$ cat src/rtl/codificador_display_scan.sv
// Time-multiplexed hex display driver: a strobed word is held pending and committed at the scan-frame wrap.
// Define LEADING_ZERO_BLANK_EN to blank leading zero digits (digit 0 is always shown).
module codificador_display_scan #(
  parameter int DIGITS   = 4,
  parameter int PRESCALE = 4
) (
  input  logic                  Clock,
  input  logic                  Reset,
  input  logic [4*DIGITS-1:0]   Input,
  input  logic                  Ready,
  output logic                  Loaded,
  output logic                  Pending,
  output logic [DIGITS-1:0]     Anode,
  output logic [6:0]            Display
);

  localparam int IDX_W = (DIGITS > 1) ? $clog2(DIGITS) : 1;
  localparam int PRE_W = (PRESCALE > 1) ? $clog2(PRESCALE) : 1;
  localparam logic [IDX_W-1:0] LAST_IDX = IDX_W'(DIGITS - 1);
  localparam logic [PRE_W-1:0] LAST_PRE = PRE_W'(PRESCALE - 1);

  typedef enum logic {IDLE, HOLD} state_e;

  state_e              state_q, state_d;
  logic [PRE_W-1:0]    presc_q, presc_d;
  logic [IDX_W-1:0]    idx_q, idx_d;
  logic [4*DIGITS-1:0] buf_q, buf_d;
  logic [4*DIGITS-1:0] active_q, active_d;
  logic                loaded_q, loaded_d;
  logic [DIGITS-1:0]   anode_q, anode_d;
  logic [6:0]          display_q, display_d;

  logic                tick;
  logic                commit_point;
  logic [3:0]          nib_sel;
  logic                blank_sel;
  logic [DIGITS-1:0]   blank_vec;

  function automatic logic [6:0] seg7(input logic [3:0] n);
    logic [6:0] s;
    unique case (n)
      4'h0: s = 7'b1111110;
      4'h1: s = 7'b0110000;
      4'h2: s = 7'b1101101;
      4'h3: s = 7'b1111001;
      4'h4: s = 7'b0110011;
      4'h5: s = 7'b1011011;
      4'h6: s = 7'b1011111;
      4'h7: s = 7'b1110000;
      4'h8: s = 7'b1111111;
      4'h9: s = 7'b1111011;
      4'hA: s = 7'b1110111;
      4'hB: s = 7'b0011111;
      4'hC: s = 7'b1001110;
      4'hD: s = 7'b0111101;
      4'hE: s = 7'b1001111;
      default: s = 7'b1000111;
    endcase
    return s;
  endfunction

  // Prescaler and scan index; the frame wraps on the tick seen at the last digit.
  always_comb begin
    tick         = (presc_q == LAST_PRE);
    presc_d      = tick ? '0 : presc_q + 1'b1;
    idx_d        = idx_q;
    if (tick) idx_d = (idx_q == LAST_IDX) ? '0 : idx_q + 1'b1;
    commit_point = tick && (idx_q == LAST_IDX);
  end

  // Load FSM: the old buffer is committed at the wrap even if a new word arrives that cycle.
  always_comb begin
    // NOTE: every signal driven here gets a default first, so no path can infer a latch.
    state_d  = state_q;
    buf_d    = buf_q;
    active_d = active_q;
    loaded_d = 1'b0;
    unique case (state_q)
      IDLE: begin
        if (Ready) begin
          buf_d   = Input;
          state_d = HOLD;
        end
      end
      HOLD: begin
        if (commit_point) begin
          active_d = buf_q;
          loaded_d = 1'b1;
          state_d  = Ready ? HOLD : IDLE;
        end
        if (Ready) buf_d = Input;
      end
      default: state_d = IDLE;
    endcase
  end

  // Digit selection, optional leading-zero blanking, and registered output stage.
  always_comb begin
    logic all_zero;
    nib_sel   = '0;
    blank_vec = '0;
    anode_d   = '0;
    all_zero  = 1'b1;
    for (int k = DIGITS - 1; k >= 0; k--) begin
      all_zero     = all_zero && (active_q[4*k +: 4] == 4'h0);
      blank_vec[k] = all_zero && (k != 0);
    end
    for (int k = 0; k < DIGITS; k++) begin
      if (idx_q == IDX_W'(k)) begin
        nib_sel    = active_q[4*k +: 4];
        anode_d[k] = 1'b1;
      end
    end
`ifdef LEADING_ZERO_BLANK_EN
    blank_sel = 1'b0;
    for (int k = 0; k < DIGITS; k++) begin
      if (idx_q == IDX_W'(k)) blank_sel = blank_vec[k];
    end
`else
    blank_sel = 1'b0;
`endif
    display_d = blank_sel ? 7'b0000000 : seg7(nib_sel);
  end

  always_ff @(posedge Clock) begin
    if (Reset) begin
      // NOTE: state registers update with non-blocking assignments so every flop samples pre-edge values.
      state_q   <= IDLE;
      presc_q   <= '0;
      idx_q     <= '0;
      buf_q     <= '0;
      active_q  <= '0;
      loaded_q  <= 1'b0;
      anode_q   <= '0;
      display_q <= 7'b0000000;
    end else begin
      state_q   <= state_d;
      presc_q   <= presc_d;
      idx_q     <= idx_d;
      buf_q     <= buf_d;
      active_q  <= active_d;
      loaded_q  <= loaded_d;
      anode_q   <= anode_d;
      display_q <= display_d;
    end
  end

  assign Loaded  = loaded_q;
  assign Pending = (state_q == HOLD);
  assign Anode   = anode_q;
  assign Display = display_q;

endmodule

$ cat config.mk
export PLATFORM = sky130hd
export DESIGN_NAME = codificador_display_scan
export DESIGN_NICKNAME = d
export VERILOG_FILES = /design/src/rtl/codificador_display_scan.sv
export SDC_FILE = /design/constraint.sdc
export NUM_CORES = 1
export LEC_CHECK = 0
export BUFFER_PORTS_ARGS = -buffer_cell sky130_fd_sc_hd__buf_2
export CORE_MARGIN = 2
export CORE_UTILIZATION = 50
export DETAILED_ROUTE_END_ITERATION = 10
export GPL_TIMING_DRIVEN = 0
export HOLD_SLACK_MARGIN = 0.12
export PLACE_DENSITY_LB_ADDON = 0.05
export SYNTH_ARGS = -nofsm -noshare
export SYNTH_HDL_FRONTEND = slang
export SYNTH_SLANG_ARGS = --single-unit
$ cat constraint.sdc
create_clock -name Clock -period 2.6 [get_ports Clock]
set_clock_uncertainty 0.05 [all_clocks]
set_input_delay 0.26 -clock Clock [delete_from_list [all_inputs] [get_ports Clock]]
set_output_delay 0.26 -clock Clock [all_outputs]
set_load 0.005 [all_outputs]
# Word level (Yosys, flattened, before mapping)

Memories as Yosys holds them, arrays and structs flattened. A register that Yosys moved wholly into a read port is not among the register bits.
Index checks and enable logic that the tools add are counted.

Register bits: 42
Bits in read-only memories: 112
Input port bits: 19
Output and inout bits: 13
Word-level logic and storage cells: 34
Memories: 1

Memory list:

| name             | depth | bits a word | rd ports | clocked after memory_dff | wr ports | line | text |
|---|---|---|---|---|---|---|---|
| (name not given) | 16    | 7           | 1        | 1                        | 0        | 41   | `unique case (n)` |

Add/subtract/negate cells: 2
Equal/unequal tests: 4
Mux-type cells: 14
Bitwise operators: 1
Reductions and logical operators: 5

Operator list:

| kind                                                             | number |
|---|---|
| 16-bit two-way mux                                               | 1 |
| 4-bit two-way mux                                                | 4 |
| 1-bit two-way mux                                                | 7 |
| 2-bit == test (second input constant)                            | 3 |
| 2-bit by 1-bit adder with 2-bit output (second input constant)   | 2 |
| 2-bit OR reduction                                               | 2 |
| 2-bit by 1-bit == test with 1-bit output (second input constant) | 1 |
| 2-bit zero test                                                  | 1 |
| 2-bit two-way mux                                                | 1 |
| 1-bit case mux with 2 select lines                               | 1 |
| 2-bit AND reduction                                              | 1 |
| 1-bit logical AND                                                | 1 |
| 1-bit NOT                                                        | 1 |

# Longest topological paths before layout

Depth after elaboration: 5
Gate-level depth with buffers: 10
Depth with buffers taken out: 10

# Worst setup path before layout

Ideal clock, no wire load.

Path kind: register -> register
Start: register idx_q[1]
End: register display_q[2], in the netlist Display[2]
Setup time: 79 ps
Data arrival time: 2326 ps
Required time: 2471 ps
Slack: 144 ps
Stages on the path, launching flop included: 10
Path buffers: 0
Period minus slack after synthesis: 2456 ps
Cells stage by stage: dfxtp_1 -> inv_1 -> ha_1 -> nor2b_1 -> a22oi_1 -> a221oi_1 -> inv_1 -> ha_1 -> mux2_1 -> a211oi_2

Cells in the longest elaborated chain, start to end: 5
Elaborated cells on any way between the ends: 8
Those cells by class: eq/ne (3); mux (4); reduce/logical (1)

RTL lines:

| element                        | line | text |
|---|---|---|
| start: declaration             | 26   | `logic [IDX_W-1:0] idx_q, idx_d;` |
| start signal: assignment       | 139  | `idx_q <= idx_d;` |
| 2-bit zero test                | 109  | `if (idx_q == IDX_W'(k)) begin` |
| 4-bit two-way mux (3 in a row) | 109  |  |
| 4-bit two-way mux *            | 109  |  |
| end: declaration               | 31   | `logic [6:0] display_q, display_d;` |

Every way passes the cells marked *; elsewhere a longest branch is shown, timed or not.
A chain may end at the register's enable or synchronous reset.

# Worst setup path after layout

Ends and elaborated chain as after synthesis.

==> metrics.txt <==
status complete, no violations; Total GRT Usage 17.7%; dominant cell type by area after synthesis dfxtp_1; Diodes inserted 0; CP required 2.78 ns; Arr. time, crit path 2.62 ns; Post-route DRC 0; sequential area share after synthesis 46.9%; Yosys Warn Count 0; PortBufs 29; Worst Tran Pin Value 0.528 ns; global-route wire length before repair 6130 um; Final Hold Viols 0; Static Leak 1.00 nW; share of layout cells above drive strength 1 20.1%; CP Launch Type register; Avg Cell Area, Syn 9.25 um^2; DR vias 1578; CP endpoint kind register; initial DRC count 59; Area Overhead vs Synth 16.3%; Initial Util 52.3%; Site Rows 23; Tmin final 2.44 ns; CP cell instances inv_1, ha_1, nor2b_1, a22oi_1, a221oi_4, inv_1, ha_1, mux2_1, a211oi_2; Max Cap Viol 0; max incr delay on CP 0.38 ns; chip width 68.7 um; endpoints failing setup 0; WL/cell 12.3 um; drt first pass iters 4; WHS 0.136 ns; Antenna Violating Nets Remaining 0; GP Congestion 0.739; CP delay by family, top compound AO/OA/AOI/OAI gates; PD cells 554 nW/um^2; setup_tns 0 ns; Root Buffer clkbuf_8; Max Clk Rate 409 MHz; top-count cell post-synth dfxtp_1; CTS tree done; Final Util 60.8%; Clk pin slew, worst setup/hold paths 0.08 ns; synthesized flop and latch total 49; Rel. slew slack 64.8%; # H-tree levels 2; Post-synth top cells 49 x dfxtp_1, 38 x nand2_1, 26 x nor2_1; die height 68.7 um; Post-Syn Area 2090 um^2; Hold Crit Class in -> reg; top cells by area, synth dfxtp_1 47%, mux2i_1 8.6%, ha_1 7.2%; Synth top area share 46.9%; post-DR vias/cell 5.03; Critical path buffers and inverters 2; asr flop ratio synth 0%; Slew Limit Fails 0; I/O pin count 32; initial antenna violation count 0; Final period util 94.0%; # fillers 369; Final Non-Filler Cells 314; detailed placer's ending HPWL 2720 um; footprint of the multi-input gates 1040 um^2; Synth Instances 226; vias in the first global route 1352; Post-synth top flop dfxtp_1; largest net degree at the start of global routing 15; die area 4710 um^2; maximum VDD drop 410 uV; fin nets 295; Clock Tree Buf Depth 2; EDFF count, synth 0; Synth cell types 33; placed insts 305; Clock Latency Late Sink 0.30 ns; clock sinks 49; WL final 3880 um; register area 981 um^2; CP max-delay cell dfxtp_1; clock buffer count from CTS 5; crit-path max FO 8; syn_nets 257; core area 4000 um^2; WS Path Type reg -> reg; pre-CTS setup slack -0.298 ns; final worst slack 0.156 ns; Remaining Overflow, GRT 0
## layer usage
metal	global-route usage [%]	routed length, um	vias up	part of all wire (%)
met2	28.1	1620	27	42
met5	0	0	-	0
met3	5.03	139	7	3.6
li1	-	-	833	-
met1	23.4	2050	711	53
met4	5.25	69	0	1.8
## sequential cells by signal (all words and copies together) (netlist names)
name	count
Anode	4
Display	7
Loaded	1
Pending	1
active_q	16
buf_q	16
idx_q	2
presc_q	2
## power by group
part / internal (W) / switching [W] / total (W)
sequential: 0.000779 / 0.0000134 / 0.000792
clock: 0.000210 / 0.000244 / 0.000455
combinational: 0.0000483 / 0.0000512 / 0.0000996
## path summary, 6_finish.rpt
| kind | from | endpoint | slack [ns] | cells past startpoint |
|---|---|---|---|---|
| min reg2reg | presc_q[0] | presc_q[0] | 0.38 | 1 |
| max reg2reg | idx_q[1] | Display[2] | 0.16 | 9 |
| max | idx_q[1] | Display[2] | 0.16 | 9 |
| min | Input[10] | buf_q[10] | 0.14 | 3 |
## cell usage in the layout, fill, tap and decap left out, drive strengths merged
cell type,instances
clkinvlp,1
a311oi,2
a21oi,21
nand2b,3
a311o,1
nand3b,2
nor2b,7
a22oi,2
dfxtp,49
nor2,27
clkbuf,14
xor2,1
nor3b,5
inv,8
o211ai,1
a221oi,3
a211oi,3
mux2i,18
ha,12
nor3,4
nand2,38
a211o,1
nand3,1
and3,1
buf,37
a31oi,1
mux2,1
## tightest hold or removal path, cell delays in order
cell     delay [ns]
buf_2          0.07
mux2i_1        0.05
nor2_1         0.07
## kinds of logic after synthesis
logic type | count (synthesis) | synth area share [%]
AND/OR/NAND/NOR | 88 | 19.0
flip-flops | 49 | 46.9
AO/OA/AOI/OAI | 35 | 12.4
buffers and inverters | 22 | 4.85
multiplexers | 19 | 9.16
adder cells (fa/ha/maj) | 12 | 7.18
XOR/XNOR | 1 | 0.419
## per-stage QoR
| step | cell area, um^2 | power [W] |
|---|---|---|
| global route | 2430 | 0.00140 |
| finish | 2430 | 0.00135 |
| detailed placement | 2300 | 0.000910 |
| floorplan | 2090 | 0.000873 |
| global placement | 2300 | 0.000908 |
| CTS | 2410 | 0.00136 |
## area by class of cell
type / instances / area share [%]
Tap cell: 50 / 2.57
Multi-Input combinational cell: 155 / 42.6
Clock inverter: 1 / 0.309
Inverter: 8 / 1.23
Sequential cell: 49 / 40.3
Clock buffer: 6 / 3.40
Timing Repair Buffer: 31 / 6.58
Buffer: 14 / 2.93
## what timing repair did
action,in CTS,in global routing
gates resized for setup,2,2
hold buffers,0,0
setup endpoints to repair,7,7
setup buffers,0,2
pin swaps,1,2
Power figures use the tool's default switching activity.
